## src/rtl/fetch_unit_pkg.sv

```systemverilog
// Shared CPU definitions for the fetch stage: FSM encoding and default vector addresses.
package fetch_unit_pkg;

  localparam int unsigned DEF_ADDR_W       = 32;
  localparam int unsigned DEF_INSTR_W      = 16;
  localparam int unsigned DEF_RST_VEC_ADDR = 0;
  localparam int unsigned DEF_INT_VEC_ADDR = 2;

  typedef enum logic [1:0] {
    VEC_LO  = 2'd0,
    VEC_HI  = 2'd1,
    VEC_CAP = 2'd2,
    RUN     = 2'd3
  } fetch_state_e;

endpackage

```

## src/rtl/program_counter_p.sv

```systemverilog
// Program counter register with synchronous load (priority) and increment enable.
module program_counter_p #(
  parameter int unsigned ADDR_W = 32
) (
  input  logic              clk,
  input  logic              rst_n,
  input  logic              en,
  input  logic              load,
  input  logic [ADDR_W-1:0] load_val,
  output logic [ADDR_W-1:0] pc
);

  always_ff @(posedge clk or negedge rst_n) begin
    if (!rst_n) begin
      pc <= '0;
    end else if (load) begin
      pc <= load_val;
    end else if (en) begin
      pc <= pc + ADDR_W'(1);
    end
  end

endmodule

```

## src/rtl/fetch_unit.sv

```systemverilog
// Instruction fetch stage: vector load from memory, sequential fetch with stall skid,
// redirect handling and interrupt acceptance.
module fetch_unit
  import fetch_unit_pkg::*;
#(
  parameter int unsigned        ADDR_W       = DEF_ADDR_W,
  parameter int unsigned        INSTR_W      = DEF_INSTR_W,
  parameter logic [ADDR_W-1:0]  RST_VEC_ADDR = ADDR_W'(DEF_RST_VEC_ADDR),
  parameter logic [ADDR_W-1:0]  INT_VEC_ADDR = ADDR_W'(DEF_INT_VEC_ADDR),
  parameter logic [INSTR_W-1:0] NOP_WORD     = '0
) (
  input  logic               i_clk,
  input  logic               i_reset,
  input  logic               i_stall,
  input  logic               i_redirect,
  input  logic [ADDR_W-1:0]  i_redirect_pc,
  input  logic               i_interrupt,
  output logic [ADDR_W-1:0]  o_imem_addr,
  output logic               o_imem_en,
  input  logic [INSTR_W-1:0] i_imem_rdata,
  output logic [INSTR_W-1:0] o_instr,
  output logic [ADDR_W-1:0]  o_instr_pc,
  output logic               o_valid,
  output logic               o_int_taken,
  output logic [ADDR_W-1:0]  o_int_ret_pc
);

  if (ADDR_W != 2 * INSTR_W) begin : g_width_check
    $error("fetch_unit: ADDR_W must equal 2*INSTR_W");
  end

  fetch_state_e state_q, state_d;

  logic [ADDR_W-1:0]  pc;
  logic [ADDR_W-1:0]  vec_base_q;
  logic [INSTR_W-1:0] lo_word_q;
  logic               pending_q;
  logic               inflight_q;
  logic [ADDR_W-1:0]  inflight_pc_q;
  logic               skid_valid_q;
  logic [INSTR_W-1:0] skid_word_q;
  logic [ADDR_W-1:0]  skid_pc_q;

  logic               int_pend_c;
  logic               imem_en_c;
  logic [ADDR_W-1:0]  imem_addr_c;
  logic               pc_inc_c;
  logic               pc_load_c;
  logic [ADDR_W-1:0]  pc_load_val_c;
  logic               issue_c;
  logic               redirect_c;
  logic               accept_c;

  // An interrupt raised this cycle can be accepted in the same cycle.
  assign int_pend_c = pending_q | i_interrupt;

  program_counter_p #(
    .ADDR_W (ADDR_W)
  ) u_pc (
    .clk      (i_clk),
    .rst_n    (i_reset),
    .en       (pc_inc_c),
    .load     (pc_load_c),
    .load_val (pc_load_val_c),
    .pc       (pc)
  );

  always_ff @(posedge i_clk or negedge i_reset) begin
    if (!i_reset) begin
      state_q <= VEC_LO;
    end else begin
      state_q <= state_d;
    end
  end

  // Next-state and per-cycle control decode.
  always_comb begin
    state_d       = state_q;
    imem_en_c     = 1'b0;
    imem_addr_c   = pc;
    pc_inc_c      = 1'b0;
    pc_load_c     = 1'b0;
    pc_load_val_c = i_redirect_pc;
    issue_c       = 1'b0;
    redirect_c    = 1'b0;
    accept_c      = 1'b0;
    case (state_q)
      VEC_LO: begin
        imem_en_c   = 1'b1;
        imem_addr_c = vec_base_q;
        state_d     = VEC_HI;
      end
      VEC_HI: begin
        imem_en_c   = 1'b1;
        imem_addr_c = vec_base_q + ADDR_W'(1);
        state_d     = VEC_CAP;
      end
      VEC_CAP: begin
        pc_load_c     = 1'b1;
        pc_load_val_c = ADDR_W'({i_imem_rdata, lo_word_q});
        state_d       = RUN;
      end
      RUN: begin
        if (i_redirect) begin
          redirect_c    = 1'b1;
          pc_load_c     = 1'b1;
          pc_load_val_c = i_redirect_pc;
        end else if (!i_stall) begin
          if (int_pend_c) begin
            accept_c = 1'b1;
            state_d  = VEC_LO;
          end else begin
            issue_c   = 1'b1;
            imem_en_c = 1'b1;
            pc_inc_c  = 1'b1;
          end
        end
      end
      default: state_d = VEC_LO;
    endcase
  end

  // Memory is quiet while reset is held even though the FSM sits in VEC_LO.
  assign o_imem_en   = imem_en_c & i_reset;
  assign o_imem_addr = imem_addr_c;

  always_ff @(posedge i_clk or negedge i_reset) begin
    if (!i_reset) begin
      vec_base_q    <= RST_VEC_ADDR;
      lo_word_q     <= '0;
      pending_q     <= 1'b0;
      inflight_q    <= 1'b0;
      inflight_pc_q <= '0;
      skid_valid_q  <= 1'b0;
      skid_word_q   <= '0;
      skid_pc_q     <= '0;
      o_instr       <= NOP_WORD;
      o_instr_pc    <= '0;
      o_valid       <= 1'b0;
      o_int_taken   <= 1'b0;
      o_int_ret_pc  <= '0;
    end else begin
      o_int_taken <= accept_c;
      pending_q   <= accept_c ? 1'b0 : int_pend_c;
      inflight_q  <= issue_c;
      if (issue_c) begin
        inflight_pc_q <= pc;
      end
      if (state_q == VEC_HI) begin
        lo_word_q <= i_imem_rdata;
      end
      if (accept_c) begin
        vec_base_q   <= INT_VEC_ADDR;
        o_int_ret_pc <= pc;
      end

      if (redirect_c || accept_c) begin
        skid_valid_q <= 1'b0;
        o_valid      <= 1'b0;
        o_instr      <= NOP_WORD;
      end else if (state_q == RUN && i_stall) begin
        // Park the returning word so the hold does not lose it.
        if (inflight_q) begin
          skid_valid_q <= 1'b1;
          skid_word_q  <= i_imem_rdata;
          skid_pc_q    <= inflight_pc_q;
        end
      end else if (state_q == RUN) begin
        if (skid_valid_q) begin
          skid_valid_q <= 1'b0;
          o_valid      <= 1'b1;
          o_instr      <= skid_word_q;
          o_instr_pc   <= skid_pc_q;
        end else if (inflight_q) begin
          o_valid    <= 1'b1;
          o_instr    <= i_imem_rdata;
          o_instr_pc <= inflight_pc_q;
        end else begin
          o_valid <= 1'b0;
          o_instr <= NOP_WORD;
        end
      end
    end
  end

endmodule

```

## config.mk

```make
export PLATFORM = sky130hd
export DESIGN_NAME = fetch_unit
export DESIGN_NICKNAME = d
export VERILOG_FILES = /design/src/rtl/fetch_unit_pkg.sv /design/src/rtl/program_counter_p.sv /design/src/rtl/fetch_unit.sv
export SDC_FILE = /design/constraint.sdc
export NUM_CORES = 1
export LEC_CHECK = 0
export CAP_MARGIN = 20
export CORE_MARGIN = 2
export CORE_UTILIZATION = 40
export CTS_CLUSTER_SIZE = 8
export DETAILED_ROUTE_END_ITERATION = 7
export DONT_BUFFER_PORTS = 1
export PLACE_DENSITY = 0.56
export RECOVER_POWER = 100
export SLEW_MARGIN = 10
export SYNTH_ARGS = -nofsm -noshare
export SYNTH_HDL_FRONTEND = slang
export SYNTH_SLANG_ARGS = --single-unit
```

## constraint.sdc

```tcl
create_clock -name i_clk -period 2.26 [get_ports i_clk]
set_input_delay 0.226 -clock i_clk [delete_from_list [all_inputs] [get_ports i_clk]]
set_output_delay 0.226 -clock i_clk [all_outputs]
set_load 0.01 [all_outputs]
```

# --- Word-level counts from Yosys, hierarchy flattened ---
# Cells that the tools add are included.
word_totals:
  out_inout_bits: 115
  romBits: 0
  ramBits: 0
  regBits: 216
  elab_cells: 79
  latch_bits: 0
  mem_count: 0
  in_bits: 53
classes:
  n_eq_ne: 8
  add_sub_neg: 2
  bitwise: 4
  n_reduce_logical: 13
  shift: 0
  div_mod_pow: 0
  multipliers: 0
  n_mux: 37
  magnitude_cmp: 0
ops:
  columns: ["op", "n"]
  rows:
  - ["32-bit two-way mux", 5]
  - ["16-bit two-way mux", 5]
  - ["32-bit case mux with 2 select lines", 1]
  - ["32-bit by 1-bit adder with 32-bit output, second input constant", 1]
  - ["1-bit two-way mux", 20]
  - ["2-bit inequality test, second input constant", 4]
  - ["2-bit case mux with 4 select lines", 1]
  - ["2-bit two-way mux", 3]
  - ["3-bit AND reduction", 2]
  - ["2-bit nonzero test", 3]
  - ["2-bit == test, second input constant", 2]
  - ["1-bit case mux with 2 select lines", 2]
  - ["2-bit AND reduction", 2]
  - ["4-bit AND reduction", 1]
  - ["2-bit by 1-bit adder with 3-bit output, second input constant", 1]
  - ["3-bit inequality test, second input constant", 1]
  - ["3-bit nonzero test", 1]
  - ["2-bit by 1-bit == test with 1-bit output, second input constant", 1]
  - ["2-bit logical NOT", 1]
  - ["1-bit NOT", 2]
  - ["2-bit OR reduction", 1]
  - ["1-bit AND", 1]
  - ["1-bit logical AND", 1]
  - ["1-bit logical OR", 1]
  - ["1-bit OR", 1]

# --- Logic depth before layout (Yosys ltp) ---
# Gate-level depths: netlist (run 1).
logic_depth:
  ltp_word: 8
  ltp_mapped: 8
  mapped_depth_nobuf: 7

# --- Hierarchy ---
# A second synthesis (run 1) with hierarchy kept.
unflattened:
  hier_cells: 911
  area_unflattened_um2: 10327.4
modules_own_cells:
  columns: ["mod", "cells_each", "area_per_inst_um2", "seq_area_each_um2", "instances"]
  rows:
  - ["fetch_unit", 701, 8470.6, 4604.4, 1]
  - ["program_counter_p", 210, 1856.8, 800.8, 1]

# --- Worst setup path before layout (run 1) ---
# OpenSTA, ideal clock, no wires.
synth_timing:
  kind: "register to register"
  start: "register state_q[1]"
  end: "register skid_pc_q[26]"
  path_stages_with_launch: 7
  setup_slack_ps: 265
  period_less_slack_ps: 1995
  t_arrival_ps: 1870
  setup_time_ps: 125
  path_buffers: 2
  cell_sequence: "dfrtp_1 ha_1 nor2b_1 nand3_1 buf_2 buf_1 mux2_2"
synth_between:
  elab_chain_len: 5
  word_cells_on_any_way: 7
synth_lines:
  columns: ["item", "line_no", "text"]
  rows:
  - ["start, declared", "fetch_unit.sv:32", "fetch_state_e state_q, state_d;"]
  - ["start signal, assigned", "fetch_unit.sv:72", "state_q <= state_d;"]
  - ["2-bit == test *", "fetch_unit.sv:87, fetch_unit.sv:161", null]
  - ["1-bit two-way mux", "fetch_unit.sv:87", "case (state_q)"]
  - ["1-bit logical OR", "fetch_unit.sv:157", "if (redirect_c || accept_c) begin"]
  - ["1-bit NOT (no line)", null, null]
  - ["3-bit AND reduction (no line) *", null, null]
  - ["end signal, assigned", "fetch_unit.sv:166", "skid_pc_q <= inflight_pc_q;"]
  - ["end, declared", "fetch_unit.sv:42", "logic [ADDR_W-1:0] skid_pc_q;"]
# Mark *: on every way between the ends. The rest lies on a longest branch, timed or not.
# A chain may end at the register's enable or synchronous reset.

# --- Final worst setup path (run 1) ---
layout_timing:
  start: "register state_q[1]"
  end: "output o_imem_addr[19]"
layout_between:
  elab_chain_len: 2
  word_cells_on_any_way: 3
layout_lines:
  columns: ["item", "line_no", "text"]
  rows:
  - ["2-bit by 1-bit == test with 1-bit output or 2-bit logical NOT (tied branches)", "fetch_unit.sv:87", null]
  - ["32-bit case mux with 2 select lines *", "fetch_unit.sv:87", null]
  - ["end, declared", "fetch_unit.sv:18", "output logic [ADDR_W-1:0] o_imem_addr,"]
# Marks and branches as above.

==> out/metrics.cfg, run 1 <==
[run_status]
status = finished, violations left
violations = hold timing

[logic_synthesis]
yosysSeqAreaShare = 0.553
synth_nets = 976
postSynthAreaPerCell_um2 = 10.7
yosys_warnings = 0
ys_seq_elements = 216
synth_cells = 916
synthesis.area_um2 = 9780
yosysUniqueCellTypes = 48

[global_routing]
grt_pass1_vias = 7199
grt_max_degree = 218
antenna_found_initial = 4
grt_pass1_wl_um = 42600
grt_overflow = 0
track_usage = 0.213

[worst_setup_path]
cp-start-kind = register
cp_top_family = buffers and inverters
timing.rr.start = state_q[1]
cp-end-kind = output pin
critPathBufInv = 4
arrival_ps = 1970
criticalPathCategory = reg -> out
cp_cell_sequence = buf_6 > inv_4 > ha_2 > nor2_4 > buf_12 > bufbuf_16 > and2_4
critPathRequiredTime_ps = 2030
critPathMaxStageDelay_ps = 390
worst_r2r_path_depth = 8
reg2reg_to = o_int_ret_pc[1]
crit_fanout = 6
rrSetupSlack_ps = 100
crit_slowest_cell = dfrtp_1
cp.depth = 7

[drt]
ant_nets = 0
drtIter0Drc = 430
dr.pass1.iters = 4
routed_wl_um = 27300
route.vias.total = 6988
viasPerCell = 5.32
drc = 0
wl_per_cell_um = 20.8

[sta]
worst_slew_pin_slew_ps = 1090
max_freq_mhz = 455
finalCritPeriodShare = 0.972
slew_headroom = 0.274
post-route-min-period_ps = 2200
hold_viol_final = 216
finClkSkew_ps = 26.1
drv_slew = 0
holdWs_ps = -597
setup_viol = 0

[cts]
cts-buffers-inserted = 30
ctsHoldBuffers = 49
cts.path.max_buffers = 3
numClockSinks = 216
clk_pin_slew_worst_paths_ps = 50
worstSkewPairLatency_ps = 550
htreeDepth = 1
cts_tree = done
root_buffer = clkbuf_16

[finish]
fin_nets = 1046
design_area_um2 = 11800
drive_above_1_share = 0.209
area_growth_pct = 20.5

[die]
die_w_um = 160
die_h_um = 160
start_util = 0.404
num_rows = 57
io_pins = 168
die_area_um2 = 25700
core_um2 = 24200

[place]
postPlaceCellArea_um2 = 10300
numPortBuffers = 0
place_hpwl_um = 17900
gp_congestion = 0.881

[worst_hold_path]
hold_path_class = in -> async

[power_and_ir_drop]
p_leak_nw = 5.36
p_per_area_nw_per_um2 = 1200
ir_worst_vdd_uv = 548

[job]
cap_viol_max_count = 0

what timing repair did:
| item | CTS | global route |
|---|---|---|
| resized for setup | 21 | 16 |
| hold endpoints to repair | 292 | 216 |
| setup buffers | 4 | 1 |
| setup endpoints to repair | 27 | 27 |
| gates cloned | 2 | 0 |
| pin swaps | 1 | 2 |
kinds of logic after synthesis:
family	share of synthesized area
compound gates	0.0759
xor+xnor	0.0242
fa+ha+maj	0.00896
buf+inv	0.0311
flops	0.553
mux	0.144
simple gates	0.163
area by class of cell:
cell class                 count  area (µm²)
fill                        2211       12400
multi-input combinational    634        4180
inverter                       9        36.3
clock buffer                  32         779
antenna                        4        10.0
sequential                   216        5410
timing repair buffer          95         967
tap                          324         405
registers in the layout, summed over array words and instances, names as in the netlist:
register / cells
inflight_pc_q: 32
u_pc.pc: 32
o_valid: 1
skid_pc_q: 32
vec_base_q: 1
o_instr: 16
inflight_q: 1
o_int_ret_pc: 32
state_q: 2
pending_q: 1
skid_valid_q: 1
lo_word_q: 16
skid_word_q: 16
o_instr_pc: 32
o_int_taken: 1
stage by stage:
stage	TNS (ps)	setup slack (ps)	instances	utilization	total power, mW
finish	0	62.3	1314	0.487	14.1
global route	-1.78	-1.78	1313	0.487	14.9
CTS	0	20.2	1309	0.485	14.1
detailed placement	0	21.5	1222	0.426	9.61
global placement	0	69.8	1222	0.426	9.53
floorplan	0	265	916	-	8.23
per-layer routing:
layer / up-vias / track usage / part of all wire
met1: 3501 / 0.287 / 0.44
li1: 3271 / - / -
met4: 0 / 0.0606 / 0.016
met5: - / 0 / 0
met2: 181 / 0.344 / 0.47
met3: 35 / 0.0517 / 0.074
worst max-delay path by stage:
stage	endpoint	start	slack (ps)
6_report	o_imem_addr[19]	state_q[1]	60
5_1_grt	o_instr[4]	state_q[1]	-2
4_1_cts	o_imem_addr[7]	state_q[1]	20
3_5_place_dp	u_pc.pc[29]	state_q[0]	20
3_3_place_gp	u_pc.pc[29]	state_q[0]	70
2_1_floorplan	skid_pc_q[26]	state_q[1]	260
cells in the mapped netlist, drive strengths merged:
cell type,instances,area (µm²)
dfrtp,216,5410
nand2,197,739
mux2,93,1050
nor2,61,236
a21oi,55,275
clkbuf,39,166
mux2i,36,360
o21ai,35,179
and2,32,203
xor2,22,193
buf,17,95.1
o221ai,17,149
nand3,15,75.1
nand4,12,90.1
inv,9,33.8
ha,7,87.6
and4,6,55.1
nor3,6,30.0
a221oi,5,43.8
xnor2,5,43.8
nor2b,4,25.0
nor4,4,55.1
o31ai,4,35.0
and3,3,20.0
nand2b,3,18.8
a21o,2,15.0
nand4b,2,17.5
a221o,1,10.0
a311o,1,10.0
a311oi,1,8.76
a31oi,1,6.26
and4b,1,10.0
dlygate4sd1,1,8.76
nand3b,1,7.51
o31a,1,10.0
or4,1,11.3
cell usage in the layout (no fill, tap or decap), drive strengths merged, types with 15 or more instances in the layout:
master,n
dfrtp,216
nand3,15
o21ai,35
nand2,197
a21oi,55
and2,32
clkbuf,33
dlygate4sd3,49
buf,44
nor2,61
mux2,93
xor2,22
mux2i,36
o221ai,17
power by group:
| group | leakage, nW | internal, mW | switching [mW] |
|---|---|---|---|
| Sequential | 2.84 | 4.81 | 1.07 |
| Clock | 0.383 | 2.37 | 1.55 |
| Combinational | 2.13 | 2.01 | 2.29 |
| Total | 5.36 | 9.19 | 4.90 |
No activity file was read; power rests on OpenSTA's default activity.
==> run 2, diff against run 1 <==
--- a/config.mk
+++ b/config.mk
@@ -11,7 +11,7 @@
 export CTS_CLUSTER_SIZE = 8
 export DETAILED_ROUTE_END_ITERATION = 7
 export DONT_BUFFER_PORTS = 1
-export PLACE_DENSITY = 0.56
+export PLACE_DENSITY = 0.58
 export RECOVER_POWER = 100
 export SLEW_MARGIN = 10
 export SYNTH_ARGS = -nofsm -noshare
==> constraint.sdc (replaced) <==
create_clock -name i_clk -period 2 [get_ports i_clk]
set_input_delay 0.2 -clock i_clk [delete_from_list [all_inputs] [get_ports i_clk]]
set_output_delay 0.2 -clock i_clk [all_outputs]
set_load 0.01 [all_outputs]
==> out/metrics.cfg, run 2 (synthesized netlist as in run 1, its figures left out) <==
[run_status]
status = finished, violations left
violations = hold timing, setup timing

[global_routing]
grt_pass1_vias = 7124  ; -1.0%
grt_pass1_wl_um = 42800  ; +0.57%
grt_max_degree = 218  ; unchanged
track_usage = 0.214  ; +0.00126
antenna_found_initial = 5  ; +1
grt_overflow = 0  ; unchanged

[place]
numPortBuffers = 0  ; unchanged
dp_cells = 1243  ; +1.7%
place_hpwl_um = 18100  ; +1.0%
gp_congestion = 0.877  ; -0.50%
dp_worst_setup_slack_ps = -56.2  ; -77.7 ps

[sta]
rsz0062_at_grt = yes
max_freq_mhz = 457
worst_slew_pin_slew_ps = 562  ; -527 ps
setup_viol = 57  ; +57
finalCritPeriodShare = 1.09
post-route-min-period_ps = 2190
hold_viol_final = 216  ; unchanged
finClkSkew_ps = 19.0  ; -7.09 ps
finalWorstSetupSlack_ps = -188  ; -250 ps
slew_headroom = 0.622  ; +0.348
drv_slew = 0  ; unchanged
holdWs_ps = -636  ; -39.5 ps

[drt]
ant_nets = 0  ; unchanged
routed_wl_um = 28500  ; +4.3%
drc = 0  ; unchanged
wl_per_cell_um = 21.1  ; +1.6%
drtIter0Drc = 477  ; +11%
dr.pass1.iters = 4  ; unchanged
route.vias.total = 7107  ; +1.7%
viasPerCell = 5.27  ; -0.94%

[die]
io_pins = 168  ; unchanged
num_rows = 57  ; unchanged
core_um2 = 24200  ; unchanged
start_util = 0.404  ; unchanged
die_area_um2 = 25700  ; unchanged
die_h_um = 160  ; unchanged
die_w_um = 160  ; unchanged

[worst_setup_path]
crit_fanout = 8  ; +2
rrSetupSlack_ps = -140  ; -240 ps
criticalPathCategory = reg -> out
critPathRequiredTime_ps = 1800  ; -230 ps
cp-start-kind = register
crit_slowest_cell = dfrtp_1
arrival_ps = 1990  ; +20 ps
crit_top_cell = buf_12
cp-end-kind = output pin
cp_top_family = buffers and inverters
critPathBufInv = 5  ; +1
cp_cell_sequence = buf_6 > inv_6 > ha_4 > nor2_4 > buf_12 > buf_12 > a21oi_2 > buf_4
critPathMaxStageDelay_ps = 430  ; +40 ps

[cts]
ctsHoldBuffers = 51  ; +4.1%
cts_tree = done
root_buffer = clkbuf_16
numClockSinks = 216  ; unchanged
worstSkewPairLatency_ps = 540  ; about the same
cts.path.max_buffers = 3  ; unchanged
cts-buffers-inserted = 30  ; unchanged
clk_pin_slew_worst_paths_ps = 50  ; about the same
htreeDepth = 1  ; unchanged

[power_and_ir_drop]
finalPower_mw = 16.8  ; +19%
ir_worst_vdd_uv = 912  ; +66%
p_leak_nw = 5.63  ; +5.1%
p_per_area_nw_per_um2 = 1370  ; +15%

[worst_hold_path]
hold_path_class = in -> async

[job]
cap_viol_max_count = 0  ; unchanged

[finish]
drive_above_1_share = 0.253  ; +0.0445
final_cell_mix = dfrtp_1, nand2_1, mux2_2
stdcell_count = 1349  ; +2.7%
final_common_cell = dfrtp_1
fin_nets = 1082  ; +3.4%
area_growth_pct = 25.2

-- run 2: changes by cell type in the layout (fill, tap and decap cells not counted), moves of 6 or more --
cell / previous run / this run
and2_4: 6 / 28
mux2_4: 1 / 7
mux2_2: 92 / 86
buf_4: 32 / 60
buf_12: 7 / 13
and2_1: 21 / 3
-- run 2: path summary, 6_finish.rpt --
kind                             startpoint         endpoint  cells past startpoint
min in group i_clk         i_imem_rdata[15]      o_instr[15]                      4
hold / removal                      i_reset  o_int_ret_pc[5]                      0
max in group asynchronous           i_reset     lo_word_q[7]                      0
hold reg to reg               vec_base_q[1]    vec_base_q[1]                      1
setup / recovery                 state_q[1]        o_imem_en                      8
setup reg to reg                 state_q[0]  o_int_ret_pc[0]                      9
-- run 2: through the flow --
step	TNS (ps)	cell area (µm²)	util
3_3_place_gp	0	10500	0.434
4_1_cts	-2210	12000	0.498
6_report	-6540	12200	0.506
2_1_floorplan	0	9780	-
5_1_grt	-9880	12200	0.506
3_5_place_dp	-1730	10500	0.434
-- run 2: report_power, final --
part           internal, mW  switching, mW
registers              5.43          0.968
logic                  2.92           3.01
clock network          2.68           1.76
-- run 2: repair_timing --
action                                  CTS  global route
hold endpoints to repair                299           216
gates cloned                              1             4
endpoints found under the setup margin   82            96
pin swaps                                 8            14
setup buffers                             7             9
resized for setup                        50            12
-- run 2: cell type report --
type                            count  area, µm²
Sequential cell                   216       5410
Timing Repair Buffer              131       1350
Clock buffer                       32        779
Inverter                            9       41.3
Antenna cell                        3       7.51
Tap cell                          324        405
Fill cell                        2179      11900
Multi-Input combinational cell    634       4250
-- run 2: metal layers --
metal | part of all wire | track usage
met4 | 0.023 | 0.0594
met2 | 0.47 | 0.346
met1 | 0.44 | 0.292
met3 | 0.069 | 0.0483
met5 | 0.00095 | 0
-- run 2: worst reg2reg max path, stage by stage, from the launching register on --
cell,delay (ps)
dfrtp_1,350
buf_4,130
ha_4,160
nor2b_4,150
buf_4,140
nor2b_1,300
o21ai_4,140
buf_12,160
clkbuf_16,170
mux2_4,300
==> run 3, diff against run 2 <==
--- a/config.mk
+++ b/config.mk
@@ -13,7 +13,9 @@
 export DONT_BUFFER_PORTS = 1
 export PLACE_DENSITY = 0.58
 export RECOVER_POWER = 100
+export SKIP_LAST_GASP = 1
 export SLEW_MARGIN = 10
 export SYNTH_ARGS = -nofsm -noshare
 export SYNTH_HDL_FRONTEND = slang
 export SYNTH_SLANG_ARGS = --single-unit
+export TNS_END_PERCENT = 5
==> out/metrics.cfg, run 3 (synthesized netlist as in run 1, its figures left out) <==
[cts]
ctsHoldBuffers = 51  ; unchanged
cts.path.max_buffers = 3  ; unchanged
cts_tree = done
root_buffer = clkbuf_16
cts-buffers-inserted = 30  ; unchanged
numClockSinks = 216  ; unchanged
worstSkewPairLatency_ps = 540  ; about the same
htreeDepth = 1  ; unchanged
clk_pin_slew_worst_paths_ps = 50  ; about the same

[place]
place_hpwl_um = 18100  ; unchanged
postPlaceCellArea_um2 = 10500  ; unchanged
gp_congestion = 0.877  ; unchanged
numPortBuffers = 0  ; unchanged

[global_routing]
track_usage = 0.214  ; about the same
grt_pass1_vias = 7140  ; +0.22%
grt_overflow = 0  ; unchanged
grt_pass1_wl_um = 42800  ; unchanged
grt_max_degree = 218  ; unchanged
antenna_found_initial = 5  ; unchanged

[die]
die_w_um = 160  ; unchanged
die_h_um = 160  ; unchanged
die_area_um2 = 25700  ; unchanged
core_um2 = 24200  ; unchanged
num_rows = 57  ; unchanged
io_pins = 168  ; unchanged
start_util = 0.404  ; unchanged

[drt]
dr.pass1.iters = 5  ; +1
routed_wl_um = 27600  ; -3.1%
ant_nets = 0  ; unchanged
drc = 0  ; unchanged
wl_per_cell_um = 20.6  ; -2.3%
viasPerCell = 5.25  ; -0.38%
drtIter0Drc = 475  ; -0.42%
route.vias.total = 7022  ; -1.2%

[sta]
setup_viol = 33  ; -42%
setup_tns_ps = -4640  ; +1900 ps
worst_slew_pin_slew_ps = 581  ; +19.6 ps
holdWs_ps = -635  ; +1.53 ps
post-route-min-period_ps = 2170  ; -14.4 ps
max_freq_mhz = 460  ; +0.66%
hold_viol_final = 216  ; unchanged
rsz0062_at_grt = yes
finClkSkew_ps = 19.6  ; +0.610 ps
drv_slew = 0  ; unchanged
slew_headroom = 0.609  ; -0.0132
finalCritPeriodShare = 1.09  ; -0.00720
finalWorstSetupSlack_ps = -174  ; +14.4 ps

[power_and_ir_drop]
p_per_area_nw_per_um2 = 1370  ; -0.35%
p_leak_nw = 5.51  ; -2.2%
ir_worst_vdd_uv = 875  ; -4.0%

[worst_setup_path]
critPathRequiredTime_ps = 1800  ; about the same
criticalPathCategory = reg -> out
cp-end-kind = output pin
arrival_ps = 1970  ; -20 ps
crit_fanout = 8  ; unchanged
cp-start-kind = register

[finish]
design_area_um2 = 12100  ; -1.5%
final_cell_mix = dfrtp_1, nand2_1, mux2_2
drive_above_1_share = 0.237  ; -0.0160
fin_nets = 1071  ; -1.0%
area_growth_pct = 23.3
final_core_util = 0.499  ; -0.00781
final_common_cell = dfrtp_1

[worst_hold_path]
hold_path_class = in -> async

[run_status]
status = finished, violations left
violations = hold timing, setup timing

[job]
cap_viol_max_count = 0  ; unchanged

==> run 3: timing repair <==
action / CTS / global route
endpoints found under the setup margin: 82 / 101
cloned: 1 / 0
hold endpoints to repair: 299 / 216
buffers inserted: 7 / 1
gates resized for setup: 36 / 9
pin swaps: 2 / 2
==> run 3: path summary, 6_finish.rpt <==
check	start	endpoint	slack, ps	depth (start not counted)
min in group i_clk	i_imem_rdata[15]	o_instr[15]	20	4
max in group asynchronous	i_reset	lo_word_q[7]	2310	0
hold / removal	i_reset	o_int_ret_pc[5]	-630	0
setup / recovery	state_q[1]	o_imem_en	-170	8
setup reg to reg	state_q[1]	u_pc.pc[31]	-20	7
hold reg to reg	vec_base_q[1]	vec_base_q[1]	480	1
==> run 3: through the flow <==
step | power [mW] | cells | worst slack [ps]
finish | 16.5 | 1338 | -174
global route | 17.3 | 1337 | -205
CTS | 16.4 | 1334 | -150
detailed placement | 11.1 | 1243 | -56.2
global placement | 11.0 | 1243 | 8.74
floorplan | 9.30 | 916 | 4.96
==> run 3: area by class of cell <==
| class | count | area, µm² |
|---|---|---|
| flip-flops and latches | 216 | 5410 |
| multi-input cells | 634 | 4210 |
| clock buffers | 32 | 779 |
| diodes | 3 | 7.51 |
| well taps | 324 | 405 |
| inverters | 9 | 43.8 |
| repair buffers | 120 | 1200 |
| fillers | 2212 | 12100 |
==> run 3: power by group <==
| part | internal [mW] | switching (mW) |
|---|---|---|
| registers | 5.43 | 0.971 |
| clock network | 2.68 | 1.77 |
| logic | 2.69 | 2.92 |
| total | 10.8 | 5.66 |
==> run 3: worst max-delay path: stages (launching register included) <==
cell and delay, ps:
dfrtp_1 430, buf_6 170, inv_6 50, ha_4 160, nor2_4 160, buf_12 140
buf_12 130, a21oi_2 50, buf_4 150
==> run 3: routing by layer <==
metal,track usage,share of wire,vias up
met2,0.347,0.47,212
met4,0.0594,0.023,4
met5,0,0.00098,-
met1,0.291,0.45,3446
li1,-,-,3314
met3,0.0486,0.060,46
